`src/rtl/ov7670_src_pkg.sv`:
```
// Shared types and constants for the synthetic OV7670 DVP source.
//   frameState_e  : vertical frame state (idle, sync, back porch, active, front porch)
//   patternKind_e : test pattern selection, encoded as on the patternSel port
//   BAR_*         : RGB565 colours of the eight colour bars, left to right
package ov7670_src_pkg;

    typedef enum logic [2:0] {
        ST_IDLE,
        ST_VSYNC,
        ST_VBACK,
        ST_ACTIVE,
        ST_VFRONT
    } frameState_e;

    typedef enum logic [1:0] {
        PAT_BARS,
        PAT_GRADIENT,
        PAT_CHECKER,
        PAT_SOLID
    } patternKind_e;

    localparam logic [15:0] BAR_WHITE   = 16'hFFFF;
    localparam logic [15:0] BAR_YELLOW  = 16'hFFE0;
    localparam logic [15:0] BAR_CYAN    = 16'h07FF;
    localparam logic [15:0] BAR_GREEN   = 16'h07E0;
    localparam logic [15:0] BAR_MAGENTA = 16'hF81F;
    localparam logic [15:0] BAR_RED     = 16'hF800;
    localparam logic [15:0] BAR_BLUE    = 16'h001F;
    localparam logic [15:0] BAR_BLACK   = 16'h0000;

    function automatic logic [15:0] barColour(input logic [2:0] idx);
        case (idx)
            3'd0:    return BAR_WHITE;
            3'd1:    return BAR_YELLOW;
            3'd2:    return BAR_CYAN;
            3'd3:    return BAR_GREEN;
            3'd4:    return BAR_MAGENTA;
            3'd5:    return BAR_RED;
            3'd6:    return BAR_BLUE;
            default: return BAR_BLACK;
        endcase
    endfunction

endpackage

```
`src/rtl/ov7670_pattern_gen.sv`:
```
// Combinational RGB565 pixel value for one active-video coordinate.
//   x, y    : pixel coordinate within active video (low 8 bits are enough)
//   barIdx  : colour bar index 0..7, produced by the caller's bar counter
//   pattern : latched pattern selection
//   pixel   : RGB565 value
module ov7670_pattern_gen
    import ov7670_src_pkg::*;
(
    input  logic [7:0]   x,
    input  logic [7:0]   y,
    input  logic [2:0]   barIdx,
    input  patternKind_e pattern,
    output logic [15:0]  pixel
);

    always_comb begin
        pixel = 16'h0000;
        case (pattern)
            PAT_BARS:     pixel = barColour(barIdx);
            PAT_GRADIENT: pixel = {x, y};
            PAT_CHECKER:  pixel = (x[3] ^ y[3]) ? 16'hFFFF : 16'h0000;
            PAT_SOLID:    pixel = 16'hFFFF;
            default:      pixel = 16'h0000;
        endcase
    end

endmodule

```
`src/rtl/ov7670_pattern_source.sv`:
```
// Synthetic OV7670 camera: drives a DVP bus (pclk/vsync/href/data) carrying
// RGB565 test patterns, two bytes per pixel, high byte first.
//   clk           : system clock, all logic on posedge
//   reset         : asynchronous, active-high
//   enable        : run request, sampled only at frame boundaries
//   patternSel    : 0 bars, 1 gradient, 2 checkerboard, 3 solid white
//   pclk          : clk divided by PCLK_DIV
//   vsync, href   : frame / line qualifiers
//   data          : byte bus, 0 whenever href is low
//   frameDone     : one-clk strobe after the last active byte of a frame
//   frameChecksum : byte sum of the last completed frame
// Optional feature: define OV7670_SRC_CHECKSUM_EN to build the checksum
// accumulator; otherwise frameChecksum is tied to 0.
module ov7670_pattern_source
    import ov7670_src_pkg::*;
#(
    parameter int H_ACTIVE    = 320,
    parameter int V_ACTIVE    = 240,
    parameter int H_BLANK     = 144,
    parameter int VSYNC_LINES = 3,
    parameter int V_BACK      = 17,
    parameter int V_FRONT     = 10,
    parameter int PCLK_DIV    = 2
) (
    input  logic        clk,
    input  logic        reset,
    input  logic        enable,
    input  logic [1:0]  patternSel,
    output logic        pclk,
    output logic        vsync,
    output logic        href,
    output logic [7:0]  data,
    output logic        frameDone,
    output logic [15:0] frameChecksum
);

    localparam int LINE_LEN = 2 * H_ACTIVE + H_BLANK;
    localparam int HALF     = PCLK_DIV / 2;
    localparam int CW       = $clog2(LINE_LEN);
    localparam int DW       = (HALF > 1) ? $clog2(HALF) : 1;
    localparam int BAR_W    = H_ACTIVE / 8;
    localparam int BW       = (BAR_W > 1) ? $clog2(BAR_W) : 1;
    localparam int MAX_A    = (VSYNC_LINES > V_BACK) ? VSYNC_LINES : V_BACK;
    localparam int MAX_B    = (V_ACTIVE > V_FRONT) ? V_ACTIVE : V_FRONT;
    localparam int MAX_L    = (MAX_A > MAX_B) ? MAX_A : MAX_B;
    localparam int LW       = $clog2(MAX_L + 1);

    // pclk divider; fallTick marks the clk edge on which pclk goes 1->0,
    // the only edge on which the bus and frame position advance.
    logic [DW-1:0] divCnt;
    logic          fallTick;

    assign fallTick = pclk && (divCnt == DW'(HALF - 1));

    always_ff @(posedge clk or posedge reset) begin
        if (reset) begin
            divCnt <= '0;
            pclk   <= 1'b0;
        end else if (divCnt == DW'(HALF - 1)) begin
            divCnt <= '0;
            pclk   <= ~pclk;
        end else begin
            divCnt <= divCnt + 1'b1;
        end
    end

    // Current frame position (what is on the bus now).
    frameState_e  state, nState;
    logic [LW-1:0] line, nLine, lastLine;
    logic [CW-1:0] col, nCol;
    logic [BW-1:0] barCnt, nBarCnt;
    logic [2:0]    barIdx, nBarIdx;
    patternKind_e  patLatch, genPattern;
    logic          frameStart, doneNow, nHref;
    logic [7:0]    nData;
    logic [15:0]   pixel;

    // Next position, i.e. what goes on the bus at the coming pclk fall.
    always_comb begin
        nState     = state;
        nLine      = line;
        nCol       = col;
        nBarCnt    = barCnt;
        nBarIdx    = barIdx;
        frameStart = 1'b0;
        lastLine   = '0;

        case (state)
            ST_VSYNC:  lastLine = LW'(VSYNC_LINES - 1);
            ST_VBACK:  lastLine = LW'(V_BACK - 1);
            ST_ACTIVE: lastLine = LW'(V_ACTIVE - 1);
            ST_VFRONT: lastLine = LW'(V_FRONT - 1);
            default:   lastLine = '0;
        endcase

        if (state == ST_IDLE) begin
            if (enable) begin
                nState     = ST_VSYNC;
                nLine      = '0;
                nCol       = '0;
                frameStart = 1'b1;
            end
        end else if (col == CW'(LINE_LEN - 1)) begin
            nCol = '0;
            if (line == lastLine) begin
                nLine = '0;
                case (state)
                    ST_VSYNC:  nState = ST_VBACK;
                    ST_VBACK:  nState = ST_ACTIVE;
                    ST_ACTIVE: nState = ST_VFRONT;
                    default: begin
                        if (enable) begin
                            nState     = ST_VSYNC;
                            frameStart = 1'b1;
                        end else begin
                            nState = ST_IDLE;
                        end
                    end
                endcase
            end else begin
                nLine = line + 1'b1;
            end
        end else begin
            nCol = col + 1'b1;
        end

        // Bar index steps every BAR_W pixels; a counter avoids dividing x.
        if (nCol == '0) begin
            nBarCnt = '0;
            nBarIdx = '0;
        end else if (!nCol[0] && (nCol < CW'(2 * H_ACTIVE))) begin
            if (barCnt == BW'(BAR_W - 1)) begin
                nBarCnt = '0;
                nBarIdx = barIdx + 3'd1;
            end else begin
                nBarCnt = barCnt + 1'b1;
            end
        end
    end

    // The pattern used for a new frame is taken straight from the port so
    // the first positions of the frame already see the fresh selection.
    assign genPattern = frameStart ? patternKind_e'(patternSel) : patLatch;

    ov7670_pattern_gen patternGen (
        .x       (8'(nCol >> 1)),
        .y       (8'(nLine)),
        .barIdx  (nBarIdx),
        .pattern (genPattern),
        .pixel   (pixel)
    );

    assign nHref   = (nState == ST_ACTIVE) && (nCol < CW'(2 * H_ACTIVE));
    assign nData   = !nHref ? 8'h00 : (nCol[0] ? pixel[7:0] : pixel[15:8]);
    // Last byte of the last active line is on the bus; the coming fall drops href.
    assign doneNow = (state == ST_ACTIVE) && (line == LW'(V_ACTIVE - 1)) &&
                     (col == CW'(2 * H_ACTIVE - 1));

    always_ff @(posedge clk or posedge reset) begin
        if (reset) begin
            state    <= ST_IDLE;
            line     <= '0;
            col      <= '0;
            barCnt   <= '0;
            barIdx   <= '0;
            patLatch <= PAT_BARS;
            vsync    <= 1'b0;
            href     <= 1'b0;
            data     <= 8'h00;
        end else if (fallTick) begin
            state  <= nState;
            line   <= nLine;
            col    <= nCol;
            barCnt <= nBarCnt;
            barIdx <= nBarIdx;
            if (frameStart) patLatch <= patternKind_e'(patternSel);
            vsync  <= (nState == ST_VSYNC);
            href   <= nHref;
            data   <= nData;
        end
    end

    always_ff @(posedge clk or posedge reset) begin
        if (reset) frameDone <= 1'b0;
        else       frameDone <= fallTick && doneNow;
    end

`ifdef OV7670_SRC_CHECKSUM_EN
    logic [15:0] acc;

    always_ff @(posedge clk or posedge reset) begin
        if (reset) begin
            acc           <= '0;
            frameChecksum <= '0;
        end else if (fallTick) begin
            if (frameStart)  acc <= '0;
            else if (nHref)  acc <= acc + {8'h00, nData};
            // acc already holds the final byte, added on the previous fall.
            if (doneNow) frameChecksum <= acc;
        end
    end
`else
    assign frameChecksum = 16'h0000;
`endif

endmodule

```
`config.mk`:
```
export PLATFORM = sky130hd
export DESIGN_NAME = ov7670_pattern_source
export DESIGN_NICKNAME = d
export VERILOG_FILES = /design/src/rtl/ov7670_src_pkg.sv /design/src/rtl/ov7670_pattern_gen.sv /design/src/rtl/ov7670_pattern_source.sv
export SDC_FILE = /design/constraint.sdc
export NUM_CORES = 1
export LEC_CHECK = 0
export BUFFER_PORTS_ARGS = -buffer_cell sky130_fd_sc_hd__buf_2
export CORE_MARGIN = 5
export CORE_UTILIZATION = 54
export DETAILED_ROUTE_END_ITERATION = 10
export PLACE_DENSITY = 0.87
export REMOVE_ABC_BUFFERS = 1
export SKIP_CTS_REPAIR_TIMING = 1
export SLEW_MARGIN = 20
export SYNTH_ARGS = -nofsm -noshare
export SYNTH_HDL_FRONTEND = slang
export SYNTH_SLANG_ARGS = --single-unit
```
`constraint.sdc`:
```
create_clock -name clk -period 2.6 [get_ports clk]
set_input_delay 0.13 -clock clk [delete_from_list [all_inputs] [get_ports clk]]
set_output_delay 0.13 -clock clk [all_outputs]
set_load 0.03 [all_outputs]
```
Word level (Yosys, flattened, before mapping). Index checks and enable logic that the tools add are counted.

Input port bits: 5. Flip-flop bits (word level): 45. Logic and storage cells: 87.

Muxes and demuxes: 32. Equality and inequality tests: 20. $lt $le $gt $ge: 1. $add $sub $neg: 5. Reduce and logical (&&, ||, !) cells: 14. Bitwise operators: 3.

Operators by type and width (number): case mux 16 bit (7 select lines) (1); case mux 16 bit (4 select lines) (1); two-way mux 8 bit (6); case mux 8 bit (4 select lines) (1); two-way mux 10 bit (3); two-way mux 3 bit (7); == test 10 bit (second input constant) (2); two-way mux 6 bit (3); two-way mux 16 bit (1); == test 3 x 2 -> 1 bit (second input constant) (5); == test 3 bit (second input constant) (4); adder 10 x 1 -> 10 bit (second input constant) (1); logical NOT 10 bit (1); < comparator 10 bit (second input constant) (1); == test 3 x 1 -> 1 bit (second input constant) (3); case mux 3 bit (3 select lines) (1); adder 8 x 1 -> 8 bit (second input constant) (1); == test 8 bit (1); == test 8 bit (second input constant) (1); two-way mux 1 bit (7); adder 6 x 1 -> 6 bit (second input constant) (1); == test 6 bit (second input constant) (1); logical AND 1 bit (6); logical NOT 3 bit (2); 12 further kinds (14).

Longest topological paths before layout.
Word-level depth: 12. Depth in mapped cells: 11.

Cells and area by module. From an unflattened synthesis, not the netlist that was laid out.

Cell total of the unflattened synthesis: 418. Area, all modules: 3402.0 um^2.

By module, submodules not included: ov7670_pattern_source (instances 1, area an instance 3173.0 um^2, seq. area each 1101.1 um^2, cells each 377); ov7670_pattern_gen (instances 1, area an instance 229.0 um^2, seq. area each 0.0 um^2, cells each 41).

Worst setup path before layout. OpenSTA, ideal clock, no wires.

Path kind: reg2reg. From: reg col[0]. To: reg data[5]. Required time: 2471 ps. Arrival time: 2645 ps. Setup slack: -173 ps. Cell stages (with the launch flop): 12. Cell sequence: dfrtp_1 ha_1 and3_1 clkbuf_1 a31o_2 a22o_1 or3_1 nand2_1 mux2i_1 o21a_2 a221oi_2 a21oi_1.

Longest elaborated chain between the ends: 12.

Ends and longest elaborated chain: from (decl) (RTL line ov7670_pattern_source.sv:70) `logic [CW-1:0] col, nCol;`; from (signal assigned) (RTL line ov7670_pattern_source.sv:173) `col <= nCol;`; adder 10 x 1 -> 10 bit / == test 10 bit (equally long branches) (RTL line ov7670_pattern_source.sv:124, ov7670_pattern_source.sv:103); two-way mux 10 bit (RTL line ov7670_pattern_source.sv:103) `end else if (col == CW'(LINE_LEN - 1)) begin`; two-way mux 10 bit (RTL line ov7670_pattern_source.sv:96) `if (state == ST_IDLE) begin`; < comparator 10 bit / logical NOT 1 bit (equally long branches) (RTL line ov7670_pattern_source.sv:131, ov7670_pattern_source.sv:153); logical AND 1 bit (RTL line ov7670_pattern_source.sv:131) `end else if (!nCol[0] && (nCol < CW'(2 * H_ACTIVE))) begin`; two-way mux 3 bit (RTL line ov7670_pattern_source.sv:131); two-way mux 3 bit (RTL line ov7670_pattern_source.sv:128) `if (nCol == '0) begin`; == test 3 bit, or another cell as far along (RTL line ov7670_src_pkg.sv:32) `case (idx)`; case mux 16 bit (7 select lines) (RTL line ov7670_src_pkg.sv:32); case mux 16 bit (4 select lines) (RTL line ov7670_pattern_gen.sv:18) `case (pattern)`; two-way mux 8 bit (RTL line ov7670_pattern_source.sv:154) `assign nData = !nHref ? 8'h00 : (nCol[0] ? pixel[7:0] : pixel[15:8]);`; two-way mux 8 bit (*) (RTL line ov7670_pattern_source.sv:154); to (signal assigned) (RTL line ov7670_pattern_source.sv:179) `data <= nData;`; to (decl) (RTL line ov7670_pattern_source.sv:32) `output logic [7:0] data,`.

Mark *: on every way between the ends. The rest lies on a longest branch, timed or not. A chain may end at the register's enable or synchronous reset.

Final worst setup path.
From: reg col[0]. To: reg data[7].

The elaborated chain is that of the path after synthesis.

==> key figures <==
Run status
  – Status: finished with violations
  – Violated checks: negative setup slack

Final layout
  – FILL cells: about 420
  – N_diodes: 0
  – Area Growth Syn to Fin: 31.6%
  – Design Area, Final: 4480 um2
  – Fin nets: 500
  – Layout cells sized above 1: 37.0%

Route
  – Antenna Nets Post-Route: 0
  – Number of optimization iterations in the first detailed-route pass: 5
  – Routed WL per cell: 20.3 um
  – Post-Route WL: ~12 mm
  – Detailed-route DRC error count: 0
  – Iteration-0 DRC count of the detailed router: around 360
  – Via density per instance: 6.48
  – Routed via count: 3687

STA
  – Least-Margin Pin Slew: 578 ps
  – Number of hold-slack violations in the final timing report: 0
  – Normalized max-slew margin: 61.5%
  – Endpoints failing setup: 18
  – Post-route clock period utilization: 112%
  – Max-slew violation count: 0
  – Final min period: 2900 ps
  – Worst setup margin: -304 ps
  – Final Skew: 7.89 ps
  – Setup repair after global routing missed its margin: true
  – Maximum operating frequency: around 340 MHz
  – Hold_ws: 91.6 ps

Floorplan
  – Die W: 89.4 um
  – Core region area: around 6200 um2
  – Number of top-level design ports: 33
  – Die Footprint: roughly 8000 um2
  – Site Rows: 29
  – Initial standard-cell utilization of the core: 54.5%
  – Die boundary height: 89.4 um

Pwr
  – Total leakage power: 0.00196 uW
  – Largest voltage drop on the vdd net: 0.000588 V
  – Pwr per Cell Area: 579 nW/um2

Synth
  – Most used standard cell by instance count after synthesis: sky130_fd_sc_hd__dfrtp_1
  – Count of state elements after synthesis: 44
  – Cell Area, Synth: approximately 3400 um2
  – Sequential fraction of the synthesis area: 32.4%
  – Number of cells produced by synthesis: 402
  – Synth cell count leaders: sky130_fd_sc_hd__dfrtp_1, sky130_fd_sc_hd__nor2_1, sky130_fd_sc_hd__nand2_1
  – Count of distinct cell types in the synthesized netlist: 69
  – Share of the synthesized area in the top cell type: about a third
  – Most common flop cell mapped by yosys: sky130_fd_sc_hd__dfrtp_1
  – Cell types occupying the most area after synthesis: sky130_fd_sc_hd__dfrtp_1, sky130_fd_sc_hd__nor2_1, sky130_fd_sc_hd__a21oi_1
  – Biggest area consumer among synthesized cells: sky130_fd_sc_hd__dfrtp_1
  – Number of enable-type register cells in the synthesized netlist: 0
  – YS warnings: 0
  – Per-instance average area after synthesis: 8.46 um2
  – Async SR Flop Fraction: 100%

Clock tree
  – Max Buffers Root-to-Sink: 2
  – Clock tree from TritonCTS: yes
  – H-tree lvl count: 2
  – Clock Sinks: between 40 and 50
  – Source-to-sink clock delay at the later pin of the worst-skew pair: 310 ps
  – Clk root buf: sky130_fd_sc_hd__clkbuf_8
  – Total CTS buffers: 5
  – Reg clk slew, reported paths: 90 ps

GRT
  – Largest net degree at the start of global routing: 39
  – Total global routing track utilization: 26.9%
  – Initial antenna violation count: 0
  – Number of global-route vias before repair: 3380
  – Total gr overflow: 0
  – GR Util met1: 34.7%
  – First-pass GRT wire length: roughly 17 mm
  – Met2 demand-to-capacity share in global routing: 43.3%
  – Global routing's busiest layer: met2
  – GR met3 Demand/Resource: around 4%

Placed design
  – Last weighted congestion value of the routability-driven placer: 1.04
  – Post-Place Cell Area: 4000 um2
  – HPWL after detailed placement: 7.52 mm
  – Port buffer count: 16
  – DP Worst Slack: -230 ps

Worst setup path
  – Data arrival time of the critical path: 3120 ps
  – Critical path required time: 2820 ps
  – Worst setup slack for register-to-register paths: -300 ps
  – Sort of element at the start of the critical path: flip-flop
  – Largest fanout on the critical path: 6
  – Critical path endpoint category: flip-flop
  – Category of the critical setup timing path: reg2reg

Flow run
  – Max cap viols: 0

Hold path
  – Type of the tightest min-delay check: in2reg
## through the flow
stage	setup TNS [ps]	power [uW]	std cells	util (%)
2_1_floorplan	-3810	1370	376	-
6_report	-2440	2590	569	71.7
5_1_grt	-4670	2690	569	71.7
3_5_place_dp	-1910	1800	549	64.0
4_1_cts	-2630	2380	557	66.0
3_3_place_gp	-1230	1740	549	64.0
## worst max-delay path, stage by stage (launching register included)
cell	delay (ps)
sky130_fd_sc_hd__dfrtp_1	410
sky130_fd_sc_hd__ha_1	280
sky130_fd_sc_hd__buf_4	180
sky130_fd_sc_hd__and4_1	210
sky130_fd_sc_hd__o2111ai_2	220
sky130_fd_sc_hd__a21oi_2	110
sky130_fd_sc_hd__or3_4	450
sky130_fd_sc_hd__nand2_1	120
sky130_fd_sc_hd__mux2i_1	280
sky130_fd_sc_hd__o21a_4	220
sky130_fd_sc_hd__o21ai_2	110
sky130_fd_sc_hd__o211ai_1	230
## layout by cell type (no fill, tap or decap), types with 3 or more instances in the layout
cell type	Yosys	final
sky130_fd_sc_hd__a22o_1	5	5
sky130_fd_sc_hd__a21o_1	3	3
sky130_fd_sc_hd__mux2i_1	13	10
sky130_fd_sc_hd__nor2b_1	9	8
sky130_fd_sc_hd__buf_2	8	16
sky130_fd_sc_hd__o21ai_0	18	16
sky130_fd_sc_hd__a21oi_2	1	6
sky130_fd_sc_hd__o2bb2ai_1	4	4
sky130_fd_sc_hd__nand4_1	6	6
sky130_fd_sc_hd__xor2_1	3	3
sky130_fd_sc_hd__and3_1	7	6
sky130_fd_sc_hd__ha_1	4	4
sky130_fd_sc_hd__and2_1	3	3
sky130_fd_sc_hd__o2111ai_2	1	3
sky130_fd_sc_hd__buf_6	4	10
sky130_fd_sc_hd__nand2_1	35	34
sky130_fd_sc_hd__o21ai_1	6	3
sky130_fd_sc_hd__o21ai_2	1	6
sky130_fd_sc_hd__a31oi_1	5	3
sky130_fd_sc_hd__o31ai_1	5	3
sky130_fd_sc_hd__nor4_1	3	3
sky130_fd_sc_hd__nor2_1	41	40
sky130_fd_sc_hd__mux2i_2	1	4
sky130_fd_sc_hd__nand2b_1	9	9
sky130_fd_sc_hd__conb_1	1	16
sky130_fd_sc_hd__nor3_1	10	10
sky130_fd_sc_hd__or3_4	0	3
sky130_fd_sc_hd__buf_4	16	79
sky130_fd_sc_hd__clkbuf_8	0	6
sky130_fd_sc_hd__nand3_1	14	13
sky130_fd_sc_hd__and4_1	4	4
sky130_fd_sc_hd__a21oi_1	28	24
sky130_fd_sc_hd__nor3b_1	5	4
sky130_fd_sc_hd__dfrtp_1	44	42
sky130_fd_sc_hd__nand3b_1	4	4
sky130_fd_sc_hd__inv_1	9	8
sky130_fd_sc_hd__a22oi_1	4	3
sky130_fd_sc_hd__mux2_2	8	7
## cell type report
| cell class | count | area, um2 | share of cell area, % |
|---|---|---|---|
| tap | 77 | 96.3 | 2.15 |
| clock inverter | 2 | 38.8 | 0.867 |
| clock buffer | 6 | 82.6 | 1.85 |
| timing repair buffer | 107 | 816 | 18.2 |
| inverter | 10 | 38.8 | 0.867 |
| multi-input combinational | 323 | 2300 | 51.4 |
| sequential | 44 | 1100 | 24.7 |
## layer usage
layer | part of all wire [%] | wire (um)
met4 | 6.2 | 719
met2 | 46 | 5360
met5 | 0 | 0
met1 | 38 | 4340
met3 | 9.8 | 1130
## worst paths after layout
check | from | end | cells after the start
worst max register to register | col[0]$_DFFE_PP0P_ | data[7]$_DFFE_PP0P_ | 11
min in group asynchronous | reset | barCnt[3]$_DFFE_PP0P_ | 3
max in group asynchronous | reset | col[9]$_DFFE_PP0P_ | 4
worst max-delay path | col[0]$_DFFE_PP0P_ | data[7]$_DFFE_PP0P_ | 11
worst min register to register | vsync$_DFFE_PP0P_ | vsync$_DFFE_PP0P_ | 1
worst min-delay path | patternSel[0] | patLatch[0]$_DFFE_PP0P_ | 2
## power by group
group / total [uW] / leakage [uW] / internal [uW] / switching, uW
Combinational: 1120 / 0.00136 / 491 / 625
Clock: 581 / 0.0000614 / 315 / 266
Sequential: 895 / 0.000530 / 782 / 113
## flip-flops by register name, summed over array words and instances, names as in the netlist
name	count
col	10
line	8
pclk	1
barCnt	6
state	3
vsync	1
frameDone	1
data	8
href	1
patLatch	2
barIdx	3
## logic make-up (layout without fill, tap and decap cells)
logic type | count (synthesis) | count (layout) | synth area share (%)
AND/OR/NAND/NOR | 170 | 170 | 27.6
AO/OA/AOI/OAI | 106 | 107 | 22.0
buffers and inverters | 51 | 125 | 8.57
flip-flops | 44 | 44 | 32.4
multiplexers | 22 | 22 | 6.88
adder cells (fa/ha/maj) | 4 | 4 | 1.47
XOR/XNOR | 4 | 4 | 1.03
other | 1 | 16 | 0.110
Note: power is estimated with default switching activity, not from simulation.
